File: config.mk
export PLATFORM = sky130hd
export DESIGN_NAME = if_fetch_stage_flat
export DESIGN_NICKNAME = d
export VERILOG_FILES = /design/src/rtl/if_fetch_stage_pkg.sv /design/src/rtl/if_fetch_stage_if.sv /design/src/rtl/if_fetch_stage_buffer.sv /design/src/rtl/if_fetch_stage.sv /design/src/flat_wrapper.sv
export SDC_FILE = /design/constraint.sdc
export NUM_CORES = 1
export LEC_CHECK = 0
export ABC_CLOCK_PERIOD_IN_PS = 3750
export BUFFER_PORTS_ARGS = -buffer_cell sky130_fd_sc_hd__buf_2
export CORE_ASPECT_RATIO = 1.2
export CORE_UTILIZATION = 30
export CTS_BUF_LIST = sky130_fd_sc_hd__clkbuf_4 sky130_fd_sc_hd__clkbuf_8
export CTS_CLUSTER_SIZE = 40
export DETAILED_ROUTE_END_ITERATION = 8
export SETUP_SLACK_MARGIN = 0.4
export SKIP_LAST_GASP = 1
export SYNTH_ARGS = -nofsm -noshare
export SYNTH_HDL_FRONTEND = slang
export SYNTH_SLANG_ARGS = --single-unit
File: constraint.sdc
create_clock -name clk -period 3.75 [get_ports clk]
set_clock_uncertainty 0.15 [all_clocks]
set_input_delay 0.1875 -clock clk [delete_from_list [all_inputs] [get_ports clk]]
set_output_delay 0.1875 -clock clk [all_outputs]
set_load 0.01 [all_outputs]
File: src/rtl/if_fetch_stage_pkg.sv
// if_fetch_stage_pkg: shared widths, FSM encoding and queue entry type.
// The optional bubble counter is built when IF_PERF_CNT_EN is defined.
package if_fetch_stage_pkg;

    localparam int BUS_WIDTH  = 32;
    localparam int DATA_WIDTH = 32;

    localparam logic [BUS_WIDTH-1:0] RESET_PC_DEF = 32'h0000_0000;
    localparam logic [BUS_WIDTH-1:0] INSN_BYTES   = BUS_WIDTH'(4);

    typedef enum logic [1:0] {
        IF_BOOT  = 2'd0,
        IF_RUN   = 2'd1,
        IF_DRAIN = 2'd2
    } if_state_e;

    typedef struct packed {
        logic [BUS_WIDTH-1:0]  pc;
        logic [DATA_WIDTH-1:0] insn;
    } if_entry_t;

    function automatic logic [BUS_WIDTH-1:0] align_pc(
        input logic [BUS_WIDTH-1:0] pc
    );
        return {pc[BUS_WIDTH-1:2], 2'b00};
    endfunction

endpackage

File: src/rtl/if_fetch_stage_if.sv
// if_fetch_stage_if: instruction-memory bus plus the IF->ID handshake.
// master = fetch stage side, slave = memory / decode side.
interface if_fetch_stage_if;
    import if_fetch_stage_pkg::*;

    logic                  imem_req;
    logic [BUS_WIDTH-1:0]  imem_addr;
    logic                  imem_gnt;
    logic                  imem_rvalid;
    logic [DATA_WIDTH-1:0] imem_rdata;

    logic [BUS_WIDTH-1:0]  pc_if;
    logic [DATA_WIDTH-1:0] instruction_if;
    logic                  valid_if;
    logic                  ready_go_if;
    logic                  allow_in_id;

    modport master (
        output imem_req, imem_addr,
        input  imem_gnt, imem_rvalid, imem_rdata,
        output pc_if, instruction_if, valid_if, ready_go_if,
        input  allow_in_id
    );

    modport slave (
        input  imem_req, imem_addr,
        output imem_gnt, imem_rvalid, imem_rdata,
        input  pc_if, instruction_if, valid_if, ready_go_if,
        output allow_in_id
    );

endinterface

File: src/rtl/if_fetch_stage_buffer.sv
// if_buffer: small synchronous FIFO with clear; clear beats push/pop.
// A push into a full FIFO is accepted only alongside a pop.
module if_buffer #(
    parameter int DEPTH = 2,
    parameter int W     = 64
) (
    input  logic                       clk,
    input  logic                       rst_n,
    input  logic                       push,
    input  logic                       pop,
    input  logic                       clear,
    input  logic [W-1:0]               wdata,
    output logic [W-1:0]               rdata,
    output logic                       full,
    output logic                       empty,
    output logic [$clog2(DEPTH+1)-1:0] count
);
    localparam int CW = $clog2(DEPTH + 1);
    localparam int PW = (DEPTH > 1) ? $clog2(DEPTH) : 1;
    localparam logic [PW-1:0] LAST     = PW'(DEPTH - 1);
    localparam logic [CW-1:0] FULL_CNT = CW'(DEPTH);

    logic [W-1:0]  mem_q [DEPTH];
    logic [W-1:0]  mem_d [DEPTH];
    logic [PW-1:0] rd_q, rd_d, wr_q, wr_d;
    logic [CW-1:0] cnt_q, cnt_d;
    logic          do_push, do_pop;

    function automatic logic [PW-1:0] nxt(input logic [PW-1:0] p);
        return (p == LAST) ? '0 : p + 1'b1;
    endfunction

    assign empty = (cnt_q == '0);
    assign full  = (cnt_q == FULL_CNT);
    assign count = cnt_q;
    assign rdata = mem_q[rd_q];

    // Pointer, occupancy and storage update.
    always_comb begin
        mem_d   = mem_q;
        rd_d    = rd_q;
        wr_d    = wr_q;
        cnt_d   = cnt_q;
        do_pop  = pop & ~empty;
        do_push = push & (~full | do_pop);
        if (clear) begin
            rd_d  = '0;
            wr_d  = '0;
            cnt_d = '0;
        end else begin
            if (do_push) begin
                mem_d[wr_q] = wdata;
                wr_d        = nxt(wr_q);
            end
            if (do_pop) begin
                rd_d = nxt(rd_q);
            end
            if (do_push & ~do_pop) begin
                cnt_d = cnt_q + 1'b1;
            end else if (do_pop & ~do_push) begin
                cnt_d = cnt_q - 1'b1;
            end
        end
    end

    // FIFO state registers.
    always_ff @(posedge clk or negedge rst_n) begin
        if (!rst_n) begin
            for (int i = 0; i < DEPTH; i++) begin
                mem_q[i] <= '0;
            end
            rd_q  <= '0;
            wr_q  <= '0;
            cnt_q <= '0;
        end else begin
            mem_q <= mem_d;
            rd_q  <= rd_d;
            wr_q  <= wr_d;
            cnt_q <= cnt_d;
        end
    end

endmodule

File: src/rtl/if_fetch_stage.sv
// if_fetch_stage: sequential fetch, in-order response queue, flush/drain.
// Define IF_PERF_CNT_EN to add the perf_bubble_cnt output.
module if_fetch_stage
    import if_fetch_stage_pkg::*;
#(
    parameter logic [BUS_WIDTH-1:0] RESET_PC  = RESET_PC_DEF,
    parameter int                   BUF_DEPTH = 2
) (
    input  logic                 clk,
    input  logic                 rst_n,
    input  logic                 flush,
    input  logic [BUS_WIDTH-1:0] redirect_pc,
    input  logic                 hold,
    if_fetch_stage_if.master     bus
`ifdef IF_PERF_CNT_EN
    ,
    output logic [31:0]          perf_bubble_cnt
`endif
);
    localparam int            CW  = $clog2(BUF_DEPTH + 1);
    localparam int            EW  = BUS_WIDTH + DATA_WIDTH;
    localparam logic [CW:0]   CAP = (CW + 1)'(BUF_DEPTH);

    if_state_e            state_q, state_d;
    logic [BUS_WIDTH-1:0] fetch_pc_q, fetch_pc_d;
    logic [CW-1:0]        discard_q, discard_d;

    logic                 fire, rsp_ok, room;
    logic                 q_push, q_pop, q_clear;
    logic                 q_full, q_empty, t_full, t_empty;
    logic [CW-1:0]        q_cnt, outst;
    logic [BUS_WIDTH-1:0] t_head;
    logic [EW-1:0]        q_rdata;
    if_entry_t            q_head, q_wdata;
    logic                 unused_ok;

    assign room          = ({1'b0, outst} + {1'b0, q_cnt}) < CAP;
    assign bus.imem_req  = (state_q == IF_RUN) & ~hold & ~flush & room;
    assign bus.imem_addr = fetch_pc_q;
    assign fire          = bus.imem_req & bus.imem_gnt;
    assign rsp_ok        = bus.imem_rvalid & ~t_empty;

    assign q_wdata            = '{pc: t_head, insn: bus.imem_rdata};
    assign q_head             = if_entry_t'(q_rdata);
    assign bus.valid_if       = ~q_empty;
    assign bus.ready_go_if    = bus.valid_if;
    assign bus.pc_if          = q_head.pc;
    assign bus.instruction_if = q_head.insn;
    assign q_pop = bus.valid_if & bus.ready_go_if & bus.allow_in_id;
    assign unused_ok = &{1'b0, q_full, t_full};

    // Tag FIFO: one PC per granted request; its count is outstanding.
    if_buffer #(.DEPTH(BUF_DEPTH), .W(BUS_WIDTH)) u_tags (
        .clk   (clk),
        .rst_n (rst_n),
        .push  (fire),
        .pop   (rsp_ok),
        .clear (1'b0),
        .wdata (fetch_pc_q),
        .rdata (t_head),
        .full  (t_full),
        .empty (t_empty),
        .count (outst)
    );

    if_buffer #(.DEPTH(BUF_DEPTH), .W(EW)) u_queue (
        .clk   (clk),
        .rst_n (rst_n),
        .push  (q_push),
        .pop   (q_pop),
        .clear (q_clear),
        .wdata (q_wdata),
        .rdata (q_rdata),
        .full  (q_full),
        .empty (q_empty),
        .count (q_cnt)
    );

    // Next fetch PC, FSM and stale-response accounting.
    always_comb begin
        state_d    = state_q;
        fetch_pc_d = fetch_pc_q;
        discard_d  = discard_q;
        q_push     = 1'b0;
        q_clear    = 1'b0;
        if (flush) begin
            q_clear    = 1'b1;
            fetch_pc_d = align_pc(redirect_pc);
            discard_d  = rsp_ok ? outst - 1'b1 : outst;
            state_d    = (discard_d != '0) ? IF_DRAIN : IF_RUN;
        end else begin
            if (fire) begin
                fetch_pc_d = fetch_pc_q + INSN_BYTES;
            end
            if (rsp_ok) begin
                if (discard_q != '0) begin
                    discard_d = discard_q - 1'b1;
                end else begin
                    q_push = 1'b1;
                end
            end
            unique case (state_q)
                IF_BOOT:  state_d = IF_RUN;
                IF_DRAIN: if (discard_d == '0) state_d = IF_RUN;
                default:  state_d = state_q;
            endcase
        end
    end

    // Fetch control registers.
    always_ff @(posedge clk or negedge rst_n) begin
        if (!rst_n) begin
            state_q    <= IF_BOOT;
            fetch_pc_q <= RESET_PC;
            discard_q  <= '0;
        end else begin
            state_q    <= state_d;
            fetch_pc_q <= fetch_pc_d;
            discard_q  <= discard_d;
        end
    end

`ifdef IF_PERF_CNT_EN
    logic [31:0] perf_bubble_cnt_q, perf_bubble_cnt_d;
    logic        bubble;

    assign bubble = bus.allow_in_id & ~bus.valid_if & ~flush & ~hold;
    assign perf_bubble_cnt = perf_bubble_cnt_q;

    // Saturating count of decode slots left idle by an empty queue.
    always_comb begin
        perf_bubble_cnt_d = perf_bubble_cnt_q;
        if (bubble && perf_bubble_cnt_q != 32'hFFFF_FFFF) begin
            perf_bubble_cnt_d = perf_bubble_cnt_q + 32'd1;
        end
    end

    // Bubble counter register.
    always_ff @(posedge clk or negedge rst_n) begin
        if (!rst_n) begin
            perf_bubble_cnt_q <= '0;
        end else begin
            perf_bubble_cnt_q <= perf_bubble_cnt_d;
        end
    end
`endif

endmodule
File: src/flat_wrapper.sv
// flat-port wrapper written by rule: the top's interface ports become plain ports
module if_fetch_stage_flat import if_fetch_stage_pkg::*;
#(
    parameter logic [BUS_WIDTH-1:0] RESET_PC  = RESET_PC_DEF,
    parameter int                   BUF_DEPTH = 2
)
  (clk, rst_n, flush, redirect_pc, hold, bus_imem_req, bus_imem_addr, bus_imem_gnt, bus_imem_rvalid, bus_imem_rdata, bus_pc_if, bus_instruction_if, bus_valid_if, bus_ready_go_if, bus_allow_in_id);
  if_fetch_stage_if bus_i ();
  input  logic clk;
  input  logic rst_n;
  input  logic flush;
  input  logic [BUS_WIDTH-1:0] redirect_pc;
  input  logic hold;
  output wire logic [$bits(bus_i.imem_req)-1:0] bus_imem_req;
  output wire logic [$bits(bus_i.imem_addr)-1:0] bus_imem_addr;
  input wire logic [$bits(bus_i.imem_gnt)-1:0] bus_imem_gnt;
  input wire logic [$bits(bus_i.imem_rvalid)-1:0] bus_imem_rvalid;
  input wire logic [$bits(bus_i.imem_rdata)-1:0] bus_imem_rdata;
  output wire logic [$bits(bus_i.pc_if)-1:0] bus_pc_if;
  output wire logic [$bits(bus_i.instruction_if)-1:0] bus_instruction_if;
  output wire logic [$bits(bus_i.valid_if)-1:0] bus_valid_if;
  output wire logic [$bits(bus_i.ready_go_if)-1:0] bus_ready_go_if;
  input wire logic [$bits(bus_i.allow_in_id)-1:0] bus_allow_in_id;
  assign bus_imem_req = bus_i.imem_req;
  assign bus_imem_addr = bus_i.imem_addr;
  assign bus_i.imem_gnt = bus_imem_gnt;
  assign bus_i.imem_rvalid = bus_imem_rvalid;
  assign bus_i.imem_rdata = bus_imem_rdata;
  assign bus_pc_if = bus_i.pc_if;
  assign bus_instruction_if = bus_i.instruction_if;
  assign bus_valid_if = bus_i.valid_if;
  assign bus_ready_go_if = bus_i.ready_go_if;
  assign bus_i.allow_in_id = bus_allow_in_id;
  if_fetch_stage #(.RESET_PC(RESET_PC), .BUF_DEPTH(BUF_DEPTH)) u_core (.clk(clk), .rst_n(rst_n), .flush(flush), .redirect_pc(redirect_pc), .hold(hold), .bus(bus_i));
endmodule
==> qor.txt <==
HPWL after detailed placement -> 16.4 mm
Area occupied by multi-input gates -> 0.00432 mm²
Worst vdd rail ir drop -> 0.307 mV
Routed vias -> 7386
CTS Sinks -> 226
Vias in the first global route -> 7477
Fill cells -> 3218
Skew-Pair Late Insertion Delay -> 0.55 ns
DRC Markers -> 0
Ant. Diodes -> 0
Die area -> 0.0348 mm²
RSZ-0062 raised after global routing -> false
Total CTS buffers -> 40
Post-synthesis simple-gate area fraction -> 8.77%
Layout area overhead -> 27.3%
Clk buf depth -> 3
Synthesis-stage register bit count -> 226
Postcts setup bufs -> 0
Die Width -> 170 µm
WL per Instance -> 16.3 µm
Status -> finished, final reports clean
Xor/xnor share of the synthesized area -> 1.29%
Worst R2R Start -> u_core.u_queue.count[0]
Critical Path Start Type -> flop
Grt total ovfl -> 0
Main combinational cell family by area after synthesis -> multiplexers
Mux cell area share after synthesis -> 23.5%
Worst Setup EP -> u_core.u_tags.mem_q[47]
Syn avg cell area -> 12.0 µm²
CTS HTree Levels -> 2
Setup CP Type -> reg2reg
R2r worst-path depth -> 7
Asr flop ratio synth -> 100%
Worst Hold Class -> in2async
Worst R2R End -> u_core.u_tags.mem_q[47]
Buffers on Ports -> 163
Library cells used by synthesis -> 49
Main synth FF type -> dfrtp_1
Max cap viols -> 0
Core Util, Final -> 39.0%
Critical path fanouts, max -> 31
Compound-gate portion of the synthesized area -> 7.55%
Pwr dens -> 709 mW/mm²
Worst EP arrival -> 3.46 ns
Post-DRT Antenna Nets -> 0
CTS tree -> built
Static Leakage -> 0.00607 µW
Largest net degree at the start of global routing -> 94
Final setup fails -> 0
Synthesized-area fraction occupied by adder cells -> 0.808%
Yosys warnings -> 0
All-Layer GR Usage -> 14.8%
Post-Synthesis Cells -> 851
Minimum clock period -> 3.20 ns
DR vias/cell -> 4.73
Worst Path Required -> 4.02 ns
Crit share post-route -> 85.3%
Routability congestion estimate -> 0.801
Clock transition at the registers of the reported paths -> 0.06 ns
First-pass GRT wire length -> 40.4 mm
Worst-Margin Slew -> 1.14 ns
Std-Cell Rows -> 73
Final Hold Fails -> 0
Synthesized area -> 0.0102 mm²
Sequential Area -> 0.00566 mm²
Die Y -> 204 µm
Fmax -> 313 MHz
Layout Nets -> 1163
CP endpoint kind -> flop
Setup_tns -> 0 ns
1st-iter DRT viols -> 406
R2R setup slack -> 0.55 ns
Layout cells sized above 1 -> 39.7%
Initial Utilization -> 30.7%
DRT Wirelength -> 25.4 mm
Rel. slew slack -> 23.4%
CTS root buffer -> clkbuf_8
Placeable Area -> 0.0333 mm²
Post-synth EDFFs -> 0
Post-synthesis sequential area ratio -> 55.3%
CP Launch Point -> u_core.u_queue.count[0]
Number of top-level pins -> 170
Pins Over Slew Limit -> 0
Initial antenna violation count -> 0
DRT Pass-1 Iters -> 4
==> per-stage QoR <==
step                hold slack [ns]  area [µm²]  power [µW]  worst slack, ns  instances
global placement              0.110       11600        6870            0.607       1429
floorplan                    -0.258       10200        5830             1.05        854
detailed placement            0.111       11600        6960            0.577       1429
global route                 0.0996       13000        9860            0.452       1560
CTS                          0.0653       13000        9380            0.557       1560
finish                        0.102       13000        9230            0.553       1560
==> power breakdown <==
part / internal, µW / leakage, µW / total, µW / switching, µW
Combinational: 1630 / 0.00274 / 3110 / 1490
Clock: 1330 / 0.000426 / 2300 / 972
Sequential: 3290 / 0.00290 / 3820 / 530
==> state kept, by name, indices dropped and copies added, names as in the netlist <==
signal / cells
u_core.u_queue.count: 2
u_core.u_queue.rd_q: 1
u_core.discard_q: 2
u_core.bus.imem_addr: 30
u_core.u_tags.count: 2
u_core.u_tags.wr_q: 1
u_core.u_queue.wr_q: 1
u_core.state_q: 2
u_core.u_tags.rd_q: 1
u_core.u_queue.mem_q: 124
u_core.u_tags.mem_q: 60
==> area by class of cell <==
class	instances	share of cell area [%]
Clock buffer	61	5.73
Clock inverter	5	0.433
Inverter	5	0.144
Multi-Input combinational cell	568	33.2
Sequential cell	226	43.5
Tap cell	450	4.33
Timing Repair Buffer	245	12.7
==> worst min-delay path by stage <==
stage	to	slack, ns	startpoint	depth (start not counted)
floorplan	u_core.bus.imem_addr[10]	-0.26	rst_n	0
global placement	u_core.u_queue.mem_q[45]	0.11	rst_n	1
detailed placement	u_core.u_queue.mem_q[47]	0.11	rst_n	1
CTS	u_core.u_queue.rd_q	0.07	flush	3
global route	u_core.u_queue.rd_q	0.1	flush	3
finish	u_core.u_queue.mem_q[109]	0.10	rst_n	2
==> metal layers <==
layer	vias to the layer above	GRT usage [%]	wire length [µm]
met5	-	0	0
met2	222	24.6	12200
met3	39	2.98	1320
met4	0	4.86	492
met1	3629	19.3	11400
li1	3496	-	-
==> critical path: stages (launching register included) <==
cell and delay [ns]:
dfrtp_1 0.43, and2_1 0.17, fa_1 0.50, or4b_4 0.76, a21oi_4 0.23, and2b_2 0.24, buf_12 0.21, mux2_2 0.35
==> cell families (layout without fill, tap and decap cells) <==
logic type | after synthesis | in the layout
AO/OA/AOI/OAI | 133 | 133
adder cells (fa/ha/maj) | 6 | 6
multiplexers | 217 | 217
XOR/XNOR | 15 | 15
flip-flops | 226 | 226
other | 1 | 4
AND/OR/NAND/NOR | 193 | 193
buffers and inverters | 60 | 316
==> layout by cell type, fill, tap and decap left out, types with 15 or more instances in the layout <==
cell type,n
dfrtp_1,225
mux2_2,183
buf_2,162
nand2_1,76
dlygate4sd3_1,65
o21ai_0,60
nor2_1,53
clkbuf_8,46
a21oi_1,40
mux2i_1,31
nand3_1,16
clkbuf_4,15
==> Yosys cell counts (7+ instances only) <==
cell	number	area share, %
o311ai_0	8	0.69
dfrtp_1	226	55
a21oi_1	40	2.0
xor2_1	10	0.86
mux2i_1	31	3.0
nand4_1	12	0.73
nand2_1	77	2.8
nand3_1	16	0.78
o21ai_0	60	2.9
mux2_2	183	20
nor2_1	53	1.9
clkbuf_1	37	1.4
o211ai_1	7	0.51
==> repair_timing <==
item | CTS | global route
gates resized for setup | 0 | 0
endpoints found under the hold margin | 181 | 0
hold buffers | 65 | 0
(Power assumes the default switching activity.)
